File: src/rtl/matrix_result_reader.sv
// Streams a stored result matrix (dims at BASE_ADDR/BASE_ADDR+1, elements from
// BASE_ADDR+2) row-major over a valid/ready interface.
module matrix_result_reader #(
    parameter int DATA_W    = 32,
    parameter int ADDR_W    = 8,
    parameter int BASE_ADDR = 64,
    parameter int MAX_DIM   = 5
) (
    input  logic              clk,
    input  logic              rst,
    input  logic              start,
    output logic              bus_req,
    output logic [ADDR_W-1:0] rd_addr,
    input  logic [DATA_W-1:0] rd_data,
    output logic              out_valid,
    input  logic              out_ready,
    output logic [DATA_W-1:0] out_data,
    output logic [2:0]        out_row,
    output logic [2:0]        out_col,
    output logic              out_last,
    output logic [2:0]        dim_rows,
    output logic [2:0]        dim_cols,
    output logic              busy,
    output logic              done,
    output logic              err
);

    typedef enum logic [2:0] {
        IDLE, RD_ROW, RD_COL, CHECK, RD_ELEM, PRESENT, DONE
    } state_t;

    localparam logic [ADDR_W-1:0] ROW_ADDR  = ADDR_W'(BASE_ADDR);
    localparam logic [ADDR_W-1:0] COL_ADDR  = ADDR_W'(BASE_ADDR + 1);
    localparam logic [ADDR_W-1:0] ELEM_ADDR = ADDR_W'(BASE_ADDR + 2);
    localparam logic [DATA_W-1:0] MAX_W     = DATA_W'(MAX_DIM);

    state_t state, state_n;

    logic [DATA_W-1:0] rows_w, cols_w, rows_w_n, cols_w_n;
    logic [2:0]        i_idx, j_idx, i_idx_n, j_idx_n;
    logic [ADDR_W-1:0] rd_addr_n;
    logic [DATA_W-1:0] out_data_n;
    logic [2:0]        out_row_n, out_col_n, dim_rows_n, dim_cols_n;
    logic              bus_req_n, out_valid_n, out_last_n, busy_n, done_n, err_n;
    logic              dims_ok;

    // Full-word compare: any nonzero upper bit makes the dimension illegal.
    assign dims_ok = (rows_w >= DATA_W'(1)) && (rows_w <= MAX_W) &&
                     (cols_w >= DATA_W'(1)) && (cols_w <= MAX_W);

    always_ff @(posedge clk) begin
        if (rst) state <= IDLE;
        else     state <= state_n;
    end

    always_comb begin
        state_n = state;
        case (state)
            IDLE:    if (start) state_n = RD_ROW;
            RD_ROW:  state_n = RD_COL;
            RD_COL:  state_n = CHECK;
            CHECK:   state_n = dims_ok ? RD_ELEM : DONE;
            RD_ELEM: state_n = PRESENT;
            PRESENT: if (out_ready) state_n = out_last ? DONE : RD_ELEM;
            DONE:    state_n = IDLE;
            default: state_n = IDLE;
        endcase
    end

    always_comb begin
        rd_addr_n   = rd_addr;
        bus_req_n   = bus_req;
        out_valid_n = out_valid;
        out_data_n  = out_data;
        out_row_n   = out_row;
        out_col_n   = out_col;
        out_last_n  = out_last;
        dim_rows_n  = dim_rows;
        dim_cols_n  = dim_cols;
        rows_w_n    = rows_w;
        cols_w_n    = cols_w;
        i_idx_n     = i_idx;
        j_idx_n     = j_idx;
        err_n       = err;
        // busy lags the state by one cycle so it falls together with done
        busy_n      = done ? 1'b0 : busy;
        done_n      = 1'b0;
        case (state)
            IDLE: begin
                if (start) begin
                    rd_addr_n = ROW_ADDR;
                    bus_req_n = 1'b1;
                    err_n     = 1'b0;
                    busy_n    = 1'b1;
                end
            end
            RD_ROW: begin
                rows_w_n  = rd_data;
                rd_addr_n = COL_ADDR;
            end
            RD_COL: cols_w_n = rd_data;
            CHECK: begin
                if (dims_ok) begin
                    dim_rows_n = rows_w[2:0];
                    dim_cols_n = cols_w[2:0];
                    i_idx_n    = '0;
                    j_idx_n    = '0;
                    rd_addr_n  = ELEM_ADDR;
                end else begin
                    err_n = 1'b1;
                end
            end
            RD_ELEM: begin
                out_data_n  = rd_data;
                out_row_n   = i_idx;
                out_col_n   = j_idx;
                out_last_n  = (i_idx == dim_rows - 3'd1) && (j_idx == dim_cols - 3'd1);
                out_valid_n = 1'b1;
            end
            PRESENT: begin
                if (out_ready) begin
                    out_valid_n = 1'b0;
                    if (!out_last) begin
                        if (j_idx == dim_cols - 3'd1) begin
                            j_idx_n = '0;
                            i_idx_n = i_idx + 3'd1;
                        end else begin
                            j_idx_n = j_idx + 3'd1;
                        end
                        rd_addr_n = rd_addr + ADDR_W'(1);
                    end
                end
            end
            DONE: begin
                done_n     = 1'b1;
                bus_req_n  = 1'b0;
                out_last_n = 1'b0;
            end
            default: ;
        endcase
    end

    always_ff @(posedge clk) begin
        if (rst) begin
            rd_addr   <= '0;
            bus_req   <= 1'b0;
            out_valid <= 1'b0;
            out_data  <= '0;
            out_row   <= '0;
            out_col   <= '0;
            out_last  <= 1'b0;
            dim_rows  <= '0;
            dim_cols  <= '0;
            rows_w    <= '0;
            cols_w    <= '0;
            i_idx     <= '0;
            j_idx     <= '0;
            err       <= 1'b0;
            busy      <= 1'b0;
            done      <= 1'b0;
        end else begin
            rd_addr   <= rd_addr_n;
            bus_req   <= bus_req_n;
            out_valid <= out_valid_n;
            out_data  <= out_data_n;
            out_row   <= out_row_n;
            out_col   <= out_col_n;
            out_last  <= out_last_n;
            dim_rows  <= dim_rows_n;
            dim_cols  <= dim_cols_n;
            rows_w    <= rows_w_n;
            cols_w    <= cols_w_n;
            i_idx     <= i_idx_n;
            j_idx     <= j_idx_n;
            err       <= err_n;
            busy      <= busy_n;
            done      <= done_n;
        end
    end

endmodule
File: config.mk
export PLATFORM = sky130hd
export DESIGN_NAME = matrix_result_reader
export DESIGN_NICKNAME = d
export VERILOG_FILES = /design/src/rtl/matrix_result_reader.sv
export SDC_FILE = /design/constraint.sdc
export NUM_CORES = 1
export LEC_CHECK = 0
export CAP_MARGIN = 20
export CELL_PAD_IN_SITES_DETAIL_PLACEMENT = 1
export CELL_PAD_IN_SITES_GLOBAL_PLACEMENT = 2
export CORE_ASPECT_RATIO = 2
export CORE_MARGIN = 2
export CORE_UTILIZATION = 32
export CTS_CLUSTER_SIZE = 40
export DETAILED_ROUTE_END_ITERATION = 16
export DONT_BUFFER_PORTS = 1
export PLACE_DENSITY_LB_ADDON = 0.1
export RECOVER_POWER = 100
export SLEW_MARGIN = 25
export SYNTH_ARGS = -nofsm -noshare
export SYNTH_HDL_FRONTEND = slang
export SYNTH_SLANG_ARGS = --single-unit
File: constraint.sdc
create_clock -name clk -period 1.9 [get_ports clk]
set_clock_uncertainty 0.05 [all_clocks]
set_input_delay 0.38 -clock clk [delete_from_list [all_inputs] [get_ports clk]]
set_output_delay 0.38 -clock clk [all_outputs]
set_load 0.01 [all_outputs]
==> impl_metrics.json, run 1 <==
{
  "sw_frac_of_total_pct": 27.7,
  "grt_pass1_vias": 4638,
  "switchingPower_mw": 1.85,
  "cts_tree": "built",
  "post-route-period-util_pct": 98.9,
  "clk_latency_ns": 0.42,
  "vias_per_cell": 5.05,
  "synth_flop_cell": "dfxtp_1",
  "synth_cell_types": 42,
  "syn_nets": 684,
  "internal-power_mw": 4.83,
  "power_density_mw_per_mm2": 1070,
  "clkSinkCount": 131,
  "area_delta_synth_final_pct": 23.6,
  "grt_start_max_net_pins": 75,
  "ys_warn_count": 0,
  "critPathLaunchType": "flop",
  "antenna_found_initial": 0,
  "place_ws_ns": -0.221,
  "die_h_um": 182,
  "drv_cap": 0,
  "wl_met2_um": 7760,
  "die_area_mm2": 0.0169,
  "fin_util_pct": 39.9,
  "portBuffers": 0,
  "drc": 0,
  "clkPwrFrac_pct": 45.8,
  "critPathCaptureType": "flop",
  "grt_pass1_wl_um": 25400,
  "ant_nets": 0,
  "synth_edf_count": 0,
  "start_util_pct": 32.3,
  "cts_buffers": 17,
  "slew_viol_final": 0,
  "holdWs_ns": 0.0341,
  "synth.avg_cell_area_um2": 7.85,
  "ir_worst_vdd_mv": 0.568,
  "postSynthCellCount": 643,
  "regArea_mm2": 0.00263,
  "syn_area_mm2": 0.00505,
  "drt-initial-drc-count": 110,
  "num_rows": 65,
  "seq_power_share_pct": 44.6,
  "dieWidth_um": 92.8,
  "nFillCells": 1905,
  "leakage_nw": 2.19,
  "hold_viol": 0,
  "routabilityCongestion": 0.731,
  "setup_viol": 0,
  "min_period_ns": 1.88,
  "num_vias": 4436,
  "io_pins": 94,
  "rsz0062_at_grt": "true",
  "top_layer_used": "met4",
  "clk_pin_slew_ns": 0.07,
  "ys_ff_latch": 131,
  "antenna_cells": 0,
  "core_area_mm2": 0.0156,
  "htree_levels": 4,
  "cp.required_ns": 2.19,
  "setup_slack_ns": 0.0215,
  "slew_headroom_pct": 55.7,
  "cp.arrival_ns": 2.17,
  "wl_per_cell_um": 17.7,
  "tightest_slew_ns": 0.665,
  "drive_gt1_share_pct": 14.5,
  "status": "finished, final reports clean",
  "hold_class": "in -> reg",
  "power_frac_comb_pct": 9.7,
  "fmaxAchievable_mhz": 532,
  "path_class": "reg -> reg",
  "ctsLongestPathBuffers": 2,
  "met1_length_um": 6810,
  "wl_met3_um": 744,
  "multi_input_area_mm2": 0.00242,
  "cts_root_buf": "clkbuf_16",
  "post-dp-hpwl_um": 9950,
  "fin_nets": 706,
  "grt_use_total_pct": 19.3,
  "wl_um": 15600,
  "grt_overflow": 0,
  "seq_area_frac_synth_pct": 52.0,
  "finalPower_mw": 6.68,
  "dr.pass1.iters": 4,
  "cp_max_fo": 6,
  "async_flop_share_pct": 0
}
## timing repair
action                     4_1_cts  5_1_grt
buffers inserted                 0        3
gates cloned                     0        1
gates resized for setup         16       18
setup endpoints to repair       21       21
hold buffers                     4        0
hold endpoints to repair        75        0
pin swaps                        3        5
## kinds of logic after synthesis
logic type,count (synthesis),share of synthesized area [%]
AOI/OAI and AO/OA,145,15.4
xor gates and xnor gates,7,1.22
adders and majority gates,5,1.24
buffers and inverters,46,3.64
DFF,131,52.0
muxes,3,0.595
and+or+nand+nor,306,25.9
## synth_stat cells (2+ instances only)
master | number | share of area [%]
a31oi_1 | 5 | 0.62
nand2_1 | 224 | 17
o31ai_1 | 3 | 0.45
buf_2 | 3 | 0.30
nand4_1 | 4 | 0.50
o21ai_0 | 6 | 0.60
nand3_1 | 11 | 1.1
xnor2_1 | 7 | 1.2
and3_1 | 4 | 0.50
clkbuf_1 | 34 | 2.5
or3_1 | 2 | 0.25
inv_1 | 6 | 0.45
nor4_1 | 15 | 1.9
a211oi_1 | 2 | 0.30
a21oi_1 | 120 | 12
nor2_1 | 18 | 1.3
mux2i_1 | 3 | 0.60
nand2b_1 | 2 | 0.25
nand3b_1 | 3 | 0.45
ha_1 | 5 | 1.2
dfxtp_1 | 131 | 52
nor3_1 | 15 | 1.5
## power by group through the flow
stage	Sequential [mW]	Combinational, mW	Clock, mW
after floorplan	2.99	0.390	0
after global placement	3.02	0.547	0
after detailed placement	3.02	0.554	0
after CTS	2.97	0.647	3.15
after global routing	2.99	0.731	3.28
final	2.98	0.647	3.06
## state kept, by name, summed over array words and instances (netlist names), 8 cells and up
register and cells:
rd_addr 8, rows_w 32, out_data 32, cols_w 32
## through the flow
stage | instances | setup TNS (ns) | instance area [um2]
6_report | 879 | 0 | 6240
5_1_grt | 879 | -0.983 | 6240
3_3_place_gp | 839 | -1.28 | 5450
3_5_place_dp | 839 | -3.43 | 5450
4_1_cts | 875 | -0.0318 | 6160
2_1_floorplan | 643 | 0 | 5050
## layout by cell type (no fill, tap or decap), types with 4 or more instances in the layout
| cell type | count |
|---|---|
| inv_1 | 7 |
| nor3_1 | 12 |
| dfxtp_2 | 4 |
| xnor2_1 | 7 |
| inv_6 | 6 |
| nor2_1 | 16 |
| nand2_1 | 222 |
| clkinv_4 | 4 |
| buf_6 | 4 |
| dfxtp_1 | 127 |
| clkbuf_1 | 5 |
| buf_4 | 21 |
| nand4_1 | 4 |
| nor4_2 | 5 |
| ha_1 | 5 |
| clkbuf_16 | 17 |
| nor4_4 | 5 |
| a31oi_1 | 5 |
| a21oi_1 | 118 |
| nand3_1 | 11 |
| and3_1 | 4 |
| o21ai_0 | 6 |
| nor4_1 | 6 |
## layer usage
| metal | track usage [%] | up-vias |
|---|---|---|
| met5 | 0 | - |
| met4 | 7.06 | 0 |
| met3 | 4.94 | 15 |
| met2 | 32.5 | 87 |
| met1 | 23.6 | 2119 |
| li1 | - | 2215 |
## worst max-delay path, cell delays in order (launching register included)
cell	delay [ns]
dfxtp_2	0.33
nor4_4	0.28
nand4_1	0.24
nor4_4	0.28
buf_6	0.16
a21oi_4	0.09
nor2_4	0.14
mux2i_1	0.21
## layout make-up
| class | count | area share, % |
|---|---|---|
| sequential | 131 | 42.1 |
| tap | 201 | 4.03 |
| clock inverter | 15 | 1.99 |
| timing repair buffer | 41 | 5.88 |
| clock buffer | 17 | 6.82 |
| inverter | 7 | 0.421 |
| multi-input combinational | 467 | 38.7 |
## final timing paths
| check | start | endpoint | slack, ns | cells after the start |
|---|---|---|---|---|
| hold reg to reg | rows_w[15] | rows_w[15] | 0.40 | 2 |
| setup / recovery | cols_w[19] | rd_addr[0] | 0.02 | 7 |
| hold / removal | rd_data[29] | rows_w[29] | 0.03 | 2 |
| setup reg to reg | cols_w[19] | rd_addr[0] | 0.02 | 7 |
No activity file was read; power rests on OpenSTA's default activity.
==> inputs of run 2 (changes only) <==
- CORE_MARGIN: 2 -> 4
==> run 2 against run 1 <==
The run now ends with hold timing left. Die area grew 6.6%. Global-route usage shrank 0.81 points. Critical path depth unchanged. First-iteration DRC count is 16% higher. Utilization grew 0.65 points. Design area about the same. Combinational power shrank 7.4%.
==> impl_metrics.json, run 2 (synthesized netlist as in run 1, its figures left out) <==
{
  "status": "finished with violations",
  "violations": "hold timing",
  "top_regs": "cols_w (32), out_data (32), rows_w (32)",
  "hold_viol": 4,
  "clkSinkCount": 131,
  "num_vias": 4521,
  "path_class": "reg -> reg",
  "critPathLaunchType": "flop",
  "fin_nets": 707,
  "antenna_found_initial": 0,
  "tightest_slew_ns": 0.442,
  "fin_area_mm2": 0.00624,
  "wl_per_cell_um": 18.8,
  "layout.cells.most_common_list": "nand2_1, dfxtp_1, a21oi_1",
  "cts_tree": "built",
  "htree_levels": 4,
  "drv_cap": 0,
  "critPathCaptureType": "flop",
  "layout_commonest_cell": "nand2_1",
  "portBuffers": 0,
  "vias_per_cell": 5.16,
  "holdWs_ns": -0.0178,
  "post-dp-hpwl_um": 11600,
  "dieWidth_um": 96.8,
  "cts_buffers": 17,
  "critPathBufInv": 1,
  "routabilityCongestion": 0.748,
  "hold_class": "in -> reg",
  "core_area_mm2": 0.0154,
  "setup_viol": 0,
  "die_area_mm2": 0.0180,
  "layout.cells.non_filler": 876,
  "post-route-period-util_pct": 99.7,
  "crit_chain": "or3_1 -> o31ai_2 -> nor4_4 -> buf_6 -> a21oi_4 -> nor2_4 -> o221a_2",
  "leakage_nw": 2.20,
  "slew_viol_final": 0,
  "grt_start_max_net_pins": 130,
  "start_util_pct": 32.8,
  "grt_overflow": 0,
  "slowest_stage": "or3_1",
  "num_rows": 64,
  "cp.arrival_ns": 2.15,
  "drc": 0,
  "clk_pin_slew_ns": 0.06,
  "ir_worst_vdd_mv": 0.605,
  "io_pins": 94,
  "wl_um": 16500,
  "dr.pass1.iters": 4,
  "drt-initial-drc-count": 128,
  "finalPower_mw": 6.63,
  "cpPeakStageDelay_ns": 0.37,
  "fmaxAchievable_mhz": 528,
  "ctsLongestPathBuffers": 2,
  "min_period_ns": 1.89,
  "ant_nets": 0,
  "rsz0062_at_grt": "true",
  "placed_cell_area_mm2": 0.00543,
  "dpl.cell_count": 834,
  "grt_use_total_pct": 18.5,
  "clk_latency_ns": 0.41,
  "cts_root_buf": "clkbuf_16",
  "antenna_cells": 0,
  "die_h_um": 186,
  "grt_pass1_vias": 4783,
  "cp_max_fo": 6,
  "drive_gt1_share_pct": 15.2,
  "slew_headroom_pct": 70.5,
  "power_density_mw_per_mm2": 1060,
  "grt_pass1_wl_um": 26100,
  "cp.required_ns": 2.16,
  "critPathTopFamily": "compound AO/OA/AOI/OAI gates",
  "area_delta_synth_final_pct": 23.7
}
[run 2: worst reg2reg max path, delay by kind of cell (launching register included)]
family	cells	cell delay, ns
DFF	1	0.34
and+or+nand+nor	3	0.54
AOI/OAI and AO/OA	3	0.71
buffers and inverters	1	0.15
[run 2: cell type report]
type / count / area (um2)
fillers: 1874 / 9130
flip-flops and latches: 131 / 2630
multi-input cells: 467 / 2430
clock buffers: 18 / 439
repair buffers: 42 / 350
well taps: 198 / 248
clock inverters: 13 / 114
inverters: 7 / 26.3
[run 2: final timing paths]
path                    from    endpoint  slack [ns]  depth (start not counted)
hold reg to reg   rows_w[22]  rows_w[22]        0.40                          2
setup / recovery   rows_w[0]  rd_addr[1]       0.005                          7
setup reg to reg   rows_w[0]  rd_addr[1]       0.005                          7
hold / removal           rst  rd_addr[7]       -0.02                          1
[run 2: through the flow]
stage / util, % / setup WS, ns / TNS (ns)
final: 40.6 / 0.00502 / 0
after global routing: 40.6 / -0.118 / -1.84
after CTS: 39.9 / -0.0835 / -0.589
after detailed placement: 35.3 / -0.295 / -4.16
after global placement: 35.3 / -0.234 / -3.30
after floorplan: - / 0.133 / 0
[run 2: routing by layer]
layer / share of wire, % / global-route usage (%)
met1: 36 / 18.5
met2: 58 / 36.3
met3: 4.5 / 5.33
met4: 1.5 / 6.07
met5: 0 / 0
[run 2: power by group]
part,total [mW],internal [mW],switching [mW]
registers,2.99,2.87,0.117
clock network,3.05,1.82,1.23
logic,0.599,0.256,0.343
total,6.63,4.94,1.69
[run 2: what timing repair did]
| item | 4_1_cts | 5_1_grt |
|---|---|---|
| endpoints found under the hold margin | 126 | 118 |
| buffers inserted | 1 | 2 |
| hold buffers | 6 | 1 |
| setup endpoints to repair | 21 | 24 |
| cloned | 0 | 1 |
| pin swaps | 9 | 9 |
| resized for setup | 15 | 24 |
